<file path="src/rtl/jtag_pkg.sv">
// Shared TAP state encoding and opcode map for the multi-register JTAG slow-control port.
package jtag_pkg;

   typedef enum logic [3:0] {
      ST_TLR      = 4'd0,
      ST_RTI      = 4'd1,
      ST_SEL_DR   = 4'd2,
      ST_CAP_DR   = 4'd3,
      ST_SH_DR    = 4'd4,
      ST_EX1_DR   = 4'd5,
      ST_PAUSE_DR = 4'd6,
      ST_EX2_DR   = 4'd7,
      ST_UPD_DR   = 4'd8,
      ST_SEL_IR   = 4'd9,
      ST_CAP_IR   = 4'd10,
      ST_SH_IR    = 4'd11,
      ST_EX1_IR   = 4'd12,
      ST_PAUSE_IR = 4'd13,
      ST_EX2_IR   = 4'd14,
      ST_UPD_IR   = 4'd15
   } tap_state_t;

   localparam int IDCODE_LEN = 32;

   function automatic int op_sts(int k);
      return 2 * k;
   endfunction

   function automatic int op_cfg(int k);
      return 2 * k + 1;
   endfunction

   function automatic int op_idcode(int irw);
      return (1 << irw) - 2;
   endfunction

   function automatic int op_bypass(int irw);
      return (1 << irw) - 1;
   endfunction

endpackage

</file>
<file path="src/rtl/jtag_tap_fsm.sv">
// IEEE 1149.1 TAP controller: tms walks the 16-state machine, with registered state decodes.
//
// state     | meaning
// TLR       | test logic reset, IR forced to IDCODE
// RTI       | run-test/idle, hard_rst landing state
// SEL_DR/IR | column select
// CAP_DR/IR | parallel load of the shift register
// SH_DR/IR  | shift one bit per tck, tdo driven
// EX1/EX2   | exit states around pause
// PAUSE     | hold shift register and bit count
// UPD_DR/IR | commit shift register to target
import jtag_pkg::*;

module jtag_tap_fsm (
   input  logic       tck,
   input  logic       hard_rst,
   input  logic       tms,
   output logic [3:0] jstate,
   output logic       tlr,
   output logic       cap_dr,
   output logic       sh_dr,
   output logic       upd_dr,
   output logic       cap_ir,
   output logic       sh_ir,
   output logic       upd_ir
);

   tap_state_t state;
   tap_state_t nxt;

   function automatic tap_state_t next_state(tap_state_t s, logic t);
      tap_state_t n;
      n = ST_RTI;
      case (s)
         ST_TLR:      n = t ? ST_TLR      : ST_RTI;
         ST_RTI:      n = t ? ST_SEL_DR   : ST_RTI;
         ST_SEL_DR:   n = t ? ST_SEL_IR   : ST_CAP_DR;
         ST_CAP_DR:   n = t ? ST_EX1_DR   : ST_SH_DR;
         ST_SH_DR:    n = t ? ST_EX1_DR   : ST_SH_DR;
         ST_EX1_DR:   n = t ? ST_UPD_DR   : ST_PAUSE_DR;
         ST_PAUSE_DR: n = t ? ST_EX2_DR   : ST_PAUSE_DR;
         ST_EX2_DR:   n = t ? ST_UPD_DR   : ST_SH_DR;
         ST_UPD_DR:   n = t ? ST_SEL_DR   : ST_RTI;
         ST_SEL_IR:   n = t ? ST_TLR      : ST_CAP_IR;
         ST_CAP_IR:   n = t ? ST_EX1_IR   : ST_SH_IR;
         ST_SH_IR:    n = t ? ST_EX1_IR   : ST_SH_IR;
         ST_EX1_IR:   n = t ? ST_UPD_IR   : ST_PAUSE_IR;
         ST_PAUSE_IR: n = t ? ST_EX2_IR   : ST_PAUSE_IR;
         ST_EX2_IR:   n = t ? ST_UPD_IR   : ST_SH_IR;
         ST_UPD_IR:   n = t ? ST_SEL_DR   : ST_RTI;
         default:     n = ST_RTI;
      endcase
      return n;
   endfunction

   always_comb begin
      nxt = next_state(state, tms);
   end

   // Decodes are registered from the next state so they line up with state itself.
   always_ff @(posedge tck or negedge hard_rst) begin
      if (!hard_rst) begin
         state  <= ST_RTI;
         jstate <= ~ST_RTI;
         tlr    <= 1'b0;
         cap_dr <= 1'b0;
         sh_dr  <= 1'b0;
         upd_dr <= 1'b0;
         cap_ir <= 1'b0;
         sh_ir  <= 1'b0;
         upd_ir <= 1'b0;
      end else begin
         state  <= nxt;
         jstate <= ~nxt;
         tlr    <= (nxt == ST_TLR);
         cap_dr <= (nxt == ST_CAP_DR);
         sh_dr  <= (nxt == ST_SH_DR);
         upd_dr <= (nxt == ST_UPD_DR);
         cap_ir <= (nxt == ST_CAP_IR);
         sh_ir  <= (nxt == ST_SH_IR);
         upd_ir <= (nxt == ST_UPD_IR);
      end
   end

endmodule

</file>
<file path="src/rtl/jtag_tap_multireg.sv">
// JTAG slow-control port: IR, length-checked DR scans into NREG config registers,
// capture-only status registers, IDCODE and BYPASS.
import jtag_pkg::*;

module jtag_tap_multireg #(
   parameter int                   IRW      = 5,
   parameter int                   NREG     = 4,
   parameter int                   RW       = 32,
   parameter logic [31:0]          IDCODE   = 32'h0A1C_0288,
   parameter logic [NREG*RW-1:0]   CFG_INIT = '0,
   parameter logic [NREG-1:0]      WMASK    = '1,
   parameter bit                   TLR_CLR  = 1'b0
) (
   input  logic                 tck,
   input  logic                 hard_rst,
   input  logic                 tms,
   input  logic                 tdi,
   output logic                 tdo,
   output logic                 tdo_oe,
   output logic [3:0]           jstate,
   output logic [NREG*RW-1:0]   cfg_q,
   output logic [NREG-1:0]      cfg_upd,
   input  logic [NREG*RW-1:0]   sts_d,
   output logic                 len_err
);

   localparam int L  = (RW > IDCODE_LEN) ? RW : IDCODE_LEN;
   localparam int CW = $clog2(L + 2);
   localparam logic [IRW-1:0] OP_ID = IRW'(op_idcode(IRW));

   logic tlr, cap_dr, sh_dr, upd_dr, cap_ir, sh_ir, upd_ir;

   logic [IRW-1:0]  ir;
   logic [IRW-1:0]  ir_sr;
   logic [L-1:0]    dr_sr;
   logic [L-1:0]    dr_next;
   logic [L-1:0]    dr_sh;
   logic [L-1:0]    cap_val;
   logic [CW-1:0]   cnt;
   logic [CW-1:0]   len;
   logic            is_cfg;
   logic [NREG-1:0] cfg_sel;

   jtag_tap_fsm u_fsm (
      .tck      (tck),
      .hard_rst (hard_rst),
      .tms      (tms),
      .jstate   (jstate),
      .tlr      (tlr),
      .cap_dr   (cap_dr),
      .sh_dr    (sh_dr),
      .upd_dr   (upd_dr),
      .cap_ir   (cap_ir),
      .sh_ir    (sh_ir),
      .upd_ir   (upd_ir)
   );

   // Unlisted opcodes fall through to the 1-bit bypass defaults.
   always_comb begin
      is_cfg  = 1'b0;
      cfg_sel = '0;
      cap_val = '0;
      len     = CW'(1);
      if (ir == OP_ID) begin
         len                      = CW'(IDCODE_LEN);
         cap_val[IDCODE_LEN-1:0]  = IDCODE;
      end
      for (int k = 0; k < NREG; k++) begin
         if (ir == IRW'(op_sts(k))) begin
            len              = CW'(RW);
            cap_val[RW-1:0]  = sts_d[k*RW +: RW];
         end
         if (ir == IRW'(op_cfg(k))) begin
            len              = CW'(RW);
            cap_val[RW-1:0]  = cfg_q[k*RW +: RW];
            is_cfg           = 1'b1;
            cfg_sel[k]       = 1'b1;
         end
      end
   end

   // Only the selected len bits move; tdi enters at bit len-1.
   always_comb begin
      dr_sh   = dr_sr >> 1;
      dr_next = dr_sr;
      for (int i = 0; i < L; i++) begin
         if (i == int'(len) - 1)
            dr_next[i] = tdi;
         else if (i < int'(len) - 1)
            dr_next[i] = dr_sh[i];
      end
   end

   always_ff @(posedge tck or negedge hard_rst) begin
      if (!hard_rst) begin
         ir      <= OP_ID;
         ir_sr   <= '0;
         dr_sr   <= '0;
         cnt     <= '0;
         cfg_q   <= CFG_INIT;
         cfg_upd <= '0;
         len_err <= 1'b0;
      end else begin
         cfg_upd <= '0;
         if (tlr) begin
            ir      <= OP_ID;
            len_err <= 1'b0;
            if (TLR_CLR)
               cfg_q <= CFG_INIT;
         end
         if (cap_ir)
            ir_sr <= IRW'(1);
         if (sh_ir)
            ir_sr <= {tdi, ir_sr[IRW-1:1]};
         if (upd_ir)
            ir <= ir_sr;
         if (cap_dr) begin
            dr_sr <= cap_val;
            cnt   <= '0;
         end
         if (sh_dr) begin
            dr_sr <= dr_next;
            if (cnt != len + CW'(1))
               cnt <= cnt + CW'(1);
         end
         // Length is enforced only on config writes; a short or long scan never lands.
         if (upd_dr && is_cfg) begin
            if (cnt == len) begin
               for (int k = 0; k < NREG; k++) begin
                  if (cfg_sel[k] && WMASK[k]) begin
                     cfg_q[k*RW +: RW] <= dr_sr[RW-1:0];
                     cfg_upd[k]        <= 1'b1;
                  end
               end
            end else begin
               len_err <= 1'b1;
            end
         end
      end
   end

   always_ff @(negedge tck or negedge hard_rst) begin
      if (!hard_rst) begin
         tdo    <= 1'b0;
         tdo_oe <= 1'b0;
      end else begin
         tdo_oe <= sh_dr | sh_ir;
         if (sh_dr)
            tdo <= dr_sr[0];
         else if (sh_ir)
            tdo <= ir_sr[0];
      end
   end

endmodule

</file>
<file path="config.mk">
export PLATFORM = sky130hd
export DESIGN_NAME = jtag_tap_multireg
export DESIGN_NICKNAME = d
export VERILOG_FILES = /design/src/rtl/jtag_pkg.sv /design/src/rtl/jtag_tap_fsm.sv /design/src/rtl/jtag_tap_multireg.sv
export SDC_FILE = /design/constraint.sdc
export NUM_CORES = 1
export LEC_CHECK = 0
export CAP_MARGIN = 15
export CORE_ASPECT_RATIO = 0.75
export CORE_MARGIN = 1.5
export CORE_UTILIZATION = 48
export DETAILED_ROUTE_END_ITERATION = 12
export GPL_ROUTABILITY_DRIVEN = 0
export PLACE_DENSITY = 0.79
export REMOVE_ABC_BUFFERS = 1
export SLEW_MARGIN = 20
export SYNTH_ARGS = -nofsm -noshare
export SYNTH_HDL_FRONTEND = slang
export SYNTH_HIERARCHICAL = 1
export SYNTH_SLANG_ARGS = --single-unit
</file>
<file path="constraint.sdc">
create_clock -name tck -period 7.5 [get_ports tck]
set_clock_uncertainty 0.1 [all_clocks]
set_input_delay 1.125 -clock tck [delete_from_list [all_inputs] [get_ports tck]]
set_output_delay 1.125 -clock tck [all_outputs]
set_load 0.01 [all_outputs]
</file>
---- Word-level counts from Yosys, hierarchy flattened ----
Index checks and enable logic that the tools add are counted.
operators by class
  $add $sub $neg .......................... 3
  $lt $le $gt $ge ......................... 32
  equality and inequality tests ........... 94
  muxes and demuxes ....................... 122
  bitwise logic cells ..................... 2
  reductions and logical operators ........ 48
operator list
  cell                                                                         count
  32-bit two-way mux                                                           10
  6-bit by 7-bit == test with 1-bit output, first input constant               16
  6-bit by 7-bit less-than comparator with 1-bit output, first input constant  16
  3-bit != test, second input constant                                         32
  1-bit two-way mux                                                            83
  6-bit two-way mux                                                            12
  2-bit AND reduction                                                          32
  5-bit by 7-bit == test with 1-bit output, first input constant               8
  5-bit by 7-bit less-than comparator with 1-bit output, first input constant  8
  4-bit == test, second input constant                                         12
  4-bit case mux with 12 select lines                                          1
  32-bit zero test                                                             1
  4-bit by 7-bit == test with 1-bit output, first input constant               4
  4-bit by 7-bit less-than comparator with 1-bit output, first input constant  4
  28-bit two-way mux                                                           1
  4-bit two-way mux                                                            6
  4-bit by 3-bit == test with 1-bit output, second input constant              5
  5-bit by 3-bit == test with 1-bit output, second input constant              4
  5-bit two-way mux                                                            4
  3-bit by 7-bit == test with 1-bit output, first input constant               2
  3-bit by 7-bit less-than comparator with 1-bit output, first input constant  2
  6-bit by 1-bit adder with 6-bit output, second input constant                2
  4-bit by 2-bit == test with 1-bit output, second input constant              3
  3-bit AND reduction                                                          4
  other kinds (20)                                                             29
storage, ports and cells
  flip-flop bits (word level) ............. 198
  output and inout bits ................... 139

---- Logic depth before layout (Yosys ltp) ----
  depth after elaboration ................. 15
  gate-level depth with buffers ........... 9
  gate-level depth less buffers ........... 5

---- Modules after synthesis ----
The synthesis kept the hierarchy.
by module, submodules not included
  module             times used  cells each  area each (um2)
  jtag_tap_multireg  1           1021        10451.3
  jtag_tap_fsm       1           68          718.2

==> flow_metrics.env <==
export IMPL_viasPerCell=6.32
export IMPL_cts_sinks=198
export IMPL_grt_first_pass_wirelength_um=59000
export IMPL_wl_um=39200
export IMPL_postSynthAreaPerCell_um2=10.3
export IMPL_synth_seq_area_share=0.444
export IMPL_ctsResizeCount=0
export IMPL_drv_slew=0
export IMPL_cpMaxStageDelayCell="clkdlybuf4s50_1"
export IMPL_critPathMaxStageDelay_ns=0.53
export IMPL_dieArea_um2=24200
export IMPL_num_nets_final=1439
export IMPL_synth_xor_area_frac=0.00235
export IMPL_mostFrequentLayoutCell="clkdlybuf4s50_1"
export IMPL_path_class="flip-flop to output port"
export IMPL_drc_errors=0
export IMPL_grt_pass1_vias=9889
export IMPL_synth_distinct_cells=69
export IMPL_yosys_top_cells_area="dfrtp_1, mux2_4, mux2_2"
export IMPL_arrival_ns=5.11
export IMPL_synth_top_family_by_area="compound AO/OA/AOI/OAI gates"
export IMPL_ir_drop_uv=200
export IMPL_postCtsSetupRepairBufs=0
export IMPL_yosysWarnings=6
export IMPL_drive_gt1_frac=0.174
export IMPL_rows=48
export IMPL_setup_tns_ns=0
export IMPL_critical_path_top_delay_family="buffers and inverters"
export IMPL_p_leak_nw=6.30
export IMPL_synth_compound_area_share=0.195
export IMPL_ctsHoldBuffers=0
export IMPL_hpwl_um=25400
export IMPL_synth_edf_count=0
export IMPL_fp_dieW_um=179
export IMPL_crit_buf_inv=1
export IMPL_yosys_area_share_simple=0.127
export IMPL_worst_path_max_fanout=2
export IMPL_grt_overflow=0
export IMPL_cellPowerDensity_nw_per_um2=300
export IMPL_finalHoldViolations=0
export IMPL_track_usage=0.328
export IMPL_antenna_found_initial=1
export IMPL_grt_max_degree=134
export IMPL_die_h_um=135
export IMPL_critPathCaptureType="output port"
export IMPL_htree_levels=4
export IMPL_cp_required_ns=6.27
export IMPL_start_util=0.487
export IMPL_outcome="finished, final reports clean"
export IMPL_vias=10200
export IMPL_layout_setup_ws_ns=1.17
export IMPL_final_cell_mix="clkdlybuf4s50_1, dfrtp_1, o21ai_0"
export IMPL_drt_initial_drc_count=1149
export IMPL_clock_root_buffer="clkbuf_16"
export IMPL_synth_top_area_frac=0.421
export IMPL_synth_mux_area_frac=0.181
export IMPL_setup_viol=0
export IMPL_maxCapViolCount=0
export IMPL_yosysTopAreaCell="dfrtp_1"
export IMPL_path_clk_slew_ns=0.07
export IMPL_syn2layout_area_growth_pct=30.5
export IMPL_synthFlopType="dfrtp_1"
export IMPL_numCtsBuffers=17
export IMPL_port_buffers=270
export IMPL_coreArea_um2=22900
export IMPL_cts_path_max_buffers=2
export IMPL_ys_seq_elements=198
export IMPL_rsz0062_at_grt="no"
export IMPL_dr_pass1_iters=5
export IMPL_dp_slack_ns=1.60
export IMPL_cts_tree="done"
export IMPL_synth_fa_ha_area_frac=0.00112
export IMPL_n_fill_cell=1840
export IMPL_wl_per_cell_um=24.2
export IMPL_synth_area_um2=11200
export IMPL_cp_start_kind="flip-flop"
export IMPL_clock_latency_ns=0.43
export IMPL_io_pins=271
export IMPL_min_path_type="flip-flop to flip-flop"
export IMPL_syn_inst=1089
export IMPL_synthArstFlopShare=1.00
export IMPL_slew_headroom=0.219
export IMPL_path_cells="clkdlybuf4s50_1"
export IMPL_worst_pin_slew_ns=1.17
export IMPL_drtAntennaViolNets=0
layer usage:
layer / part of all wire / track usage / vias up
li1: - / - / 4452
met1: 0.41 / 0.462 / 5052
met2: 0.44 / 0.474 / 639
met3: 0.11 / 0.0957 / 95
met4: 0.034 / 0.129 / 0
met5: 0 / 0 / -
where the power goes:
| group | switching (mW) | internal (mW) | total [mW] |
|---|---|---|---|
| registers | 0.436 | 1.26 | 1.69 |
| clock network | 0.445 | 0.536 | 0.981 |
| logic | 0.994 | 0.707 | 1.70 |
| total | 1.87 | 2.50 | 4.37 |
final timing paths:
check | endpoint | start | cells after the start | slack (ns)
max reg2reg | tdo | u_fsm/sh_ir | 2 | 2.64
min in group asynchronous | cfg_q[41] | hard_rst | 1 | 0.58
min reg2reg | ir_sr[1] | ir_sr[2] | 2 | 0.42
min | ir_sr[1] | ir_sr[2] | 2 | 0.42
max in group asynchronous | tdo_oe | hard_rst | 1 | 2.59
max | tdo | tdo | 1 | 1.17
registers in the layout, summed over array words and instances (netlist names):
name,count
cfg_q,128
dr_sr,32
cnt,6
ir,5
ir_sr,5
cfg_upd,4
u_fsm/jstate,4
u_fsm/state,4
len_err,1
tdo,1
tdo_oe,1
u_fsm/cap_dr,1
u_fsm/cap_ir,1
u_fsm/sh_dr,1
u_fsm/sh_ir,1
u_fsm/tlr,1
u_fsm/upd_dr,1
u_fsm/upd_ir,1
cell type report:
type / instances / area [um2] / share of cell area
Clock buffer: 17 / 425 / 0.0292
Multi-Input combinational cell: 788 / 5700 / 0.391
Timing Repair Buffer: 288 / 2850 / 0.196
Inverter: 13 / 48.8 / 0.00335
Sequential cell: 198 / 4970 / 0.341
Clock inverter: 15 / 191 / 0.0131
Tap cell: 300 / 375 / 0.0258
Antenna cell: 2 / 5.00 / 0.000343
per-stage QoR:
stage	cells	power, mW	hold WS [ns]	area (um2)	util
after detailed placement	1587	3.35	0.412	14000	0.608
after global routing	1620	4.60	0.447	14600	0.635
final	1621	4.37	0.420	14600	0.635
after floorplan	999	2.62	0.374	10700	-
after CTS	1619	4.33	0.424	14600	0.635
after global placement	1587	3.29	0.392	14000	0.608
cells in the mapped netlist (7+ instances only):
master	instances
nor2b_1	27
mux2_2	76
a21oi_1	78
a211oi_1	26
o22ai_1	8
nand3_1	11
a221oi_1	16
a31oi_1	25
mux2i_1	15
buf_2	18
nor2_1	54
clkbuf_1	56
o21ai_0	109
o211ai_1	17
nor3b_1	7
dfstp_2	8
mux2_4	60
or3_1	12
inv_1	13
dfrtp_1	188
nand2b_1	15
o21a_1	21
nand2_1	94
nor3_1	29
logic make-up after synthesis:
| logic type | after synthesis |
|---|---|
| AND/OR/NAND/NOR | 283 |
| XOR/XNOR | 3 |
| multiplexers | 156 |
| flip-flops | 198 |
| adder cells (fa/ha/maj) | 1 |
| AO/OA/AOI/OAI | 345 |
| buffers and inverters | 103 |
Note: power is estimated with default switching activity, not from simulation.
